[src/rtl/fetch_queue_pkg.sv]
// Shared definitions for the instruction fetch queue: widths, PC and
// instruction types, the NOP word and grouped port bundles.
package fetch_queue_pkg;

  localparam int PC_W     = 32;
  localparam int INSTR_W  = 32;
  localparam int FQ_DEPTH = 4;
  localparam int FQ_CNT_W = $clog2(FQ_DEPTH + 1);

  typedef logic [PC_W-1:0]    ProgramCounter;
  typedef logic [INSTR_W-1:0] Instruction;

  // All-zero word presented to ID whenever the queue is empty.
  localparam Instruction NOP = {INSTR_W{1'b0}};

  typedef struct packed {
    ProgramCounter if_pc;
    Instruction    imem_instr;
    logic          flush;
    logic          id_ready;
  } FQ_input;

  typedef struct packed {
    logic                id_valid;
    ProgramCounter       id_pc;
    Instruction          id_instr;
    logic                stall;
    logic [FQ_CNT_W-1:0] count;
  } FQ_output;

  // Advance a ring pointer that carries one extra wrap bit.
  function automatic logic [$clog2(FQ_DEPTH):0] fq_ptr_inc(
      input logic [$clog2(FQ_DEPTH):0] ptr);
    return ptr + {{$clog2(FQ_DEPTH){1'b0}}, 1'b1};
  endfunction

endpackage

[src/rtl/fetch_queue_ring.sv]
// Ring buffer behind the fetch queue: storage array, read/write pointers
// with an extra wrap bit, and occupancy derived from the pointer distance.
module fq_ring #(
  parameter int DEPTH = 4,
  parameter int W     = 64,
  localparam int AW   = $clog2(DEPTH),
  localparam int CW   = $clog2(DEPTH + 1)
) (
  input  logic          clk,
  input  logic          reset,
  input  logic          push,
  input  logic          pop,
  input  logic          clear,
  input  logic [W-1:0]  wdata,
  output logic [W-1:0]  rdata,
  output logic [CW-1:0] count
);

  logic [W-1:0] mem_r [DEPTH];
  logic [AW:0]  wr_ptr_r;
  logic [AW:0]  rd_ptr_r;
  logic [AW:0]  dist_s;

  // Pointer movement; clear collapses both pointers so the queue reads empty.
  always_ff @(posedge clk or negedge reset) begin
    if (!reset) begin
      wr_ptr_r <= {(AW+1){1'b0}};
      rd_ptr_r <= {(AW+1){1'b0}};
    end else if (clear) begin
      wr_ptr_r <= {(AW+1){1'b0}};
      rd_ptr_r <= {(AW+1){1'b0}};
    end else begin
      if (push) begin
        wr_ptr_r <= wr_ptr_r + {{AW{1'b0}}, 1'b1};
      end
      if (pop) begin
        rd_ptr_r <= rd_ptr_r + {{AW{1'b0}}, 1'b1};
      end
    end
  end

  // Entry storage, written at the low bits of the write pointer.
  always_ff @(posedge clk or negedge reset) begin
    if (!reset) begin
      for (int i = 0; i < DEPTH; i++) begin
        mem_r[i] <= {W{1'b0}};
      end
    end else if (push && !clear) begin
      mem_r[wr_ptr_r[AW-1:0]] <= wdata;
    end
  end

  // Occupancy: the wrap bit makes full (distance DEPTH) differ from empty (0).
  always_comb begin
    dist_s = wr_ptr_r - rd_ptr_r;
    count  = CW'(dist_s);
    rdata  = mem_r[rd_ptr_r[AW-1:0]];
  end

endmodule

[src/rtl/fetch_queue.sv]
// Instruction fetch queue between IF and ID: captures {pc, instr} every
// cycle, presents the oldest entry to ID, stalls IF when full and drops
// all wrong-path entries on a taken branch or jump.
module fetch_queue
  import fetch_queue_pkg::*;
#(
  parameter int DEPTH   = 4,
  parameter int INSTR_W = 32,
  parameter int PC_W    = fetch_queue_pkg::PC_W,
  localparam int CW     = $clog2(DEPTH + 1)
) (
  input  logic               clk,
  input  logic               reset,
  input  logic [PC_W-1:0]    if_pc,
  input  logic [INSTR_W-1:0] imem_instr,
  input  logic               flush,
  input  logic               id_ready,
  output logic               id_valid,
  output logic [PC_W-1:0]    id_pc,
  output logic [INSTR_W-1:0] id_instr,
  output logic               stall,
  output logic [CW-1:0]      count
);

  localparam int            EW      = PC_W + INSTR_W;
  localparam logic [CW-1:0] DEPTH_C = CW'(DEPTH);

  logic          push_s;
  logic          pop_s;
  logic          full_s;
  logic          valid_s;
  logic          stall_s;
  logic [CW-1:0] count_s;
  logic [EW-1:0] rdata_s;
  logic [EW-1:0] wdata_s;

  assign wdata_s = {if_pc, imem_instr};

  fq_ring #(
    .DEPTH (DEPTH),
    .W     (EW)
  ) u_ring (
    .clk   (clk),
    .reset (reset),
    .push  (push_s),
    .pop   (pop_s),
    .clear (flush),
    .wdata (wdata_s),
    .rdata (rdata_s),
    .count (count_s)
  );

  // Handshake and stall: a pop frees a slot in the same cycle, and a flush
  // never stalls so the redirect in IF is not suppressed.
  always_comb begin
    valid_s = (count_s != {CW{1'b0}});
    full_s  = (count_s == DEPTH_C);
    pop_s   = valid_s & id_ready;
    if (flush) begin
      push_s  = 1'b0;
      stall_s = 1'b0;
    end else begin
      push_s  = ~full_s | pop_s;
      stall_s = full_s & ~pop_s;
    end
  end

  // ID-side outputs: head entry when valid, otherwise NOP at PC 0.
  always_comb begin
    id_valid = valid_s;
    stall    = stall_s;
    count    = count_s;
    if (valid_s) begin
      id_pc    = rdata_s[INSTR_W +: PC_W];
      id_instr = rdata_s[INSTR_W-1:0];
    end else begin
      id_pc    = {PC_W{1'b0}};
      id_instr = INSTR_W'(NOP);
    end
  end

endmodule

[config.mk]
export PLATFORM = sky130hd
export DESIGN_NAME = fetch_queue
export DESIGN_NICKNAME = d
export VERILOG_FILES = /design/src/rtl/fetch_queue_pkg.sv /design/src/rtl/fetch_queue_ring.sv /design/src/rtl/fetch_queue.sv
export SDC_FILE = /design/constraint.sdc
export NUM_CORES = 1
export LEC_CHECK = 0
export CELL_PAD_IN_SITES_DETAIL_PLACEMENT = 0
export CELL_PAD_IN_SITES_GLOBAL_PLACEMENT = 1
export CORE_UTILIZATION = 48
export DETAILED_ROUTE_END_ITERATION = 8
export PLACE_DENSITY = 0.83
export SYNTH_ARGS = -nofsm -noshare
export SYNTH_HDL_FRONTEND = slang
export SYNTH_SLANG_ARGS = --single-unit
[constraint.sdc]
create_clock -name clk -period 3.5 [get_ports clk]
set_clock_uncertainty 0.05 [all_clocks]
set_input_delay 0.7 -clock clk [delete_from_list [all_inputs] [get_ports clk]]
set_output_delay 0.7 -clock clk [all_outputs]
set_load 0.02 [all_outputs]
==> results.sh <==
export IMPL_status="completed"
export IMPL_cts_buffer_depth=3
export IMPL_vdd_drop_max_mv=0.525
export IMPL_worstPathArrival_ns=2.69
export IMPL_antenna_found_initial=1
export IMPL_grt_pass1_vias=7882
export IMPL_dr_pass1_iters=4
export IMPL_yosys_warnings=0
export IMPL_rows=57
export IMPL_grt_max_degree=115
export IMPL_dr_total_vias=6927
export IMPL_required_ns=2.75
export IMPL_clk_latency_ns=0.54
export IMPL_worstMarginPinSlew_ns=1.06
export IMPL_layout_commonest_cell="dfrtp_1"
export IMPL_hold_violations=0
export IMPL_leakage_nw=6.26
export IMPL_fp_dieH_um=160
export IMPL_slew_headroom_pct=29.3
export IMPL_final_max_slew_violation_count=0
export IMPL_syn_nets=815
export IMPL_track_usage_pct=21.7
export IMPL_cts_hold_buf=0
export IMPL_viasPerCell=5.61
export IMPL_fin_util_pct=60.3
export IMPL_end_kind="primary output"
export IMPL_worstHoldPathType="input pin to asynchronous set/reset pin"
export IMPL_wl_per_cell_um=21.6
export IMPL_num_nets_final=964
export IMPL_fmaxAchievable_ghz=0.290
export IMPL_ff2ff_setup_slack_ns=0.67
export IMPL_critPathLaunchType="flop"
export IMPL_dieArea_um2=25500
export IMPL_ys_seq_area_share_pct=54.8
export IMPL_syn_to_final_growth_pct=23.0
export IMPL_netlist_instances=740
export IMPL_route_detailed_drc=0
export IMPL_min_period_ns=3.44
export IMPL_r2r_end="u_ring.mem_r[33]"
export IMPL_cts_root_buf="clkbuf_16"
export IMPL_grt_pass1_wl_um=43700
export IMPL_first_iter_violations=288
export IMPL_final_cell_area_um2=14700
export IMPL_tritoncts="done"
export IMPL_n_antenna_cell=0
export IMPL_final_cell_mix="dfrtp_1, mux2_2, clkdlybuf4s50_1"
export IMPL_clock_sinks=262
export IMPL_syn_avg_cell_area_um2=16.2
export IMPL_drive_above_1_share_pct=49.8
export IMPL_routabilityCongestion=0.740
export IMPL_grt_overflow_total=0
export IMPL_worst_path_max_fanout=8
export IMPL_core_area_um2=24400
export IMPL_r2r_start="u_ring.rd_ptr_r[0]"
export IMPL_synth_distinct_cells=29
export IMPL_p_per_area_nw_per_um2=1120
export IMPL_setup_viol=0
export IMPL_netlist_area_um2=12000
export IMPL_synth_seq_cells=262
export IMPL_fin_crit_sh_pct=98.4
export IMPL_ff2ff_path_depth=7
export IMPL_io_pin_count=137
export IMPL_maxCapViolCount=0
export IMPL_dpl_hpwl_um=15600
export IMPL_drt_total_wl_um=26700
export IMPL_cts_buffers=29
export IMPL_port_buffers=136
export IMPL_path_class="flop to primary output"
export IMPL_place_area_um2=13700
export IMPL_rsz0062_at_grt="true"
export IMPL_initial_core_util_pct=49.0
export IMPL_fillers=1885
export IMPL_clk_pin_slew_ns=0.06
export IMPL_die_x_um=160
export IMPL_htree_levels=1
export IMPL_antenna_left=0
routing by layer:
layer | part of all wire [%] | wire length (um) | track usage, %
met5 | 0 | 0 | 0
met4 | 2.4 | 653 | 6.58
met3 | 4.0 | 1070 | 3.53
met2 | 53 | 14100 | 38.4
met1 | 41 | 10900 | 27.4
final cells by class:
class	instances	area [um2]	area share (%)
timing repair buffer	165	1580	10.7
clock buffer	47	883	6.00
multi-input combinational	422	5130	34.9
sequential	262	6560	44.6
tap	324	405	2.76
inverter	9	33.8	0.230
clock inverter	6	113	0.765
cells by family (layout without fill, tap and decap cells):
family                   Yosys count  count (layout)  synth area share (%)
adder cells (fa/ha/maj)            7               7                 0.795
flip-flops                       262             262                  54.8
multiplexers                     323             323                  36.4
AND/OR/NAND/NOR                   79              79                  4.03
AO/OA/AOI/OAI                     12              12                  1.14
XOR/XNOR                           1               1                 0.188
buffers and inverters             56             227                  2.58
synth_stat cells:
cell | number | share of area [%]
buf_2 | 7 | 0.29
nor3_1 | 4 | 0.17
a21oi_1 | 3 | 0.13
o21ai_0 | 2 | 0.084
and2_1 | 1 | 0.052
xnor3_1 | 1 | 0.19
inv_1 | 8 | 0.25
mux4_2 | 64 | 12
buf_4 | 24 | 1.5
ha_1 | 6 | 0.63
a211oi_1 | 1 | 0.063
nor2_1 | 2 | 0.063
mux2_2 | 236 | 22
a311o_1 | 1 | 0.084
and3b_1 | 1 | 0.073
nand3b_1 | 1 | 0.063
a2111oi_0 | 1 | 0.073
fa_1 | 1 | 0.17
o211ai_4 | 4 | 0.71
nand2b_1 | 1 | 0.052
dfrtp_1 | 262 | 55
clkbuf_1 | 15 | 0.47
nor2b_1 | 66 | 3.5
buf_1 | 1 | 0.031
mux2i_1 | 1 | 0.084
nand2_1 | 2 | 0.063
clkinv_1 | 1 | 0.031
nand3_1 | 1 | 0.042
mux2_1 | 22 | 2.1
critical path: stages, from the launching register on:
cell     delay [ns]
dfrtp_4        0.49
ha_4           0.17
fa_2           0.57
inv_2          0.06
nor3_4         0.20
buf_6          0.18
buf_6          0.15
buf_16         0.14
nor2b_1        0.05
buf_2          0.15
metrics by stage:
stage | std cells | hold slack, ns | setup TNS (ns) | total power [mW] | setup WS, ns
floorplan | 740 | 0.354 | 0 | 10.2 | 0.429
global placement | 1170 | 0.418 | 0 | 13.0 | 0.140
detailed placement | 1170 | 0.430 | 0 | 13.4 | 0.0816
CTS | 1233 | 0.0580 | 0 | 16.6 | 0.000752
global route | 1235 | 0.0867 | -0.317 | 17.4 | -0.0289
finish | 1235 | 0.0545 | 0 | 16.5 | 0.0574
registers in the layout, indices dropped and copies added, names as in the netlist:
name             cells
u_ring.mem_r       256
u_ring.wr_ptr_r      3
u_ring.rd_ptr_r      3
worst max-delay path by stage:
stage / to / from / slack [ns]
3_5_place_dp: id_pc[17] / u_ring.rd_ptr_r[0] / 0.08
6_report: id_instr[20] / u_ring.rd_ptr_r[0] / 0.06
2_1_floorplan: id_instr[13] / u_ring.wr_ptr_r[0] / 0.43
5_1_grt: id_instr[29] / u_ring.rd_ptr_r[0] / -0.03
3_3_place_gp: id_pc[16] / u_ring.rd_ptr_r[0] / 0.14
4_1_cts: id_instr[3] / u_ring.rd_ptr_r[0] / 0.0008
power breakdown:
part | switching, mW | internal [mW] | leakage [nW]
Sequential | 0.766 | 4.55 | 3.14
Combinational | 3.86 | 4.20 | 2.64
Clock | 1.19 | 1.94 | 0.488
what timing repair did:
| item | CTS | global route |
|---|---|---|
| resized for setup | 256 | 30 |
| hold endpoints to repair | 0 | 0 |
| setup endpoints to repair | 66 | 65 |
| pin swaps | 1 | 1 |
| setup buffers | 6 | 2 |
| gates cloned | 4 | 1 |
Note: power is estimated with default switching activity, not from simulation.
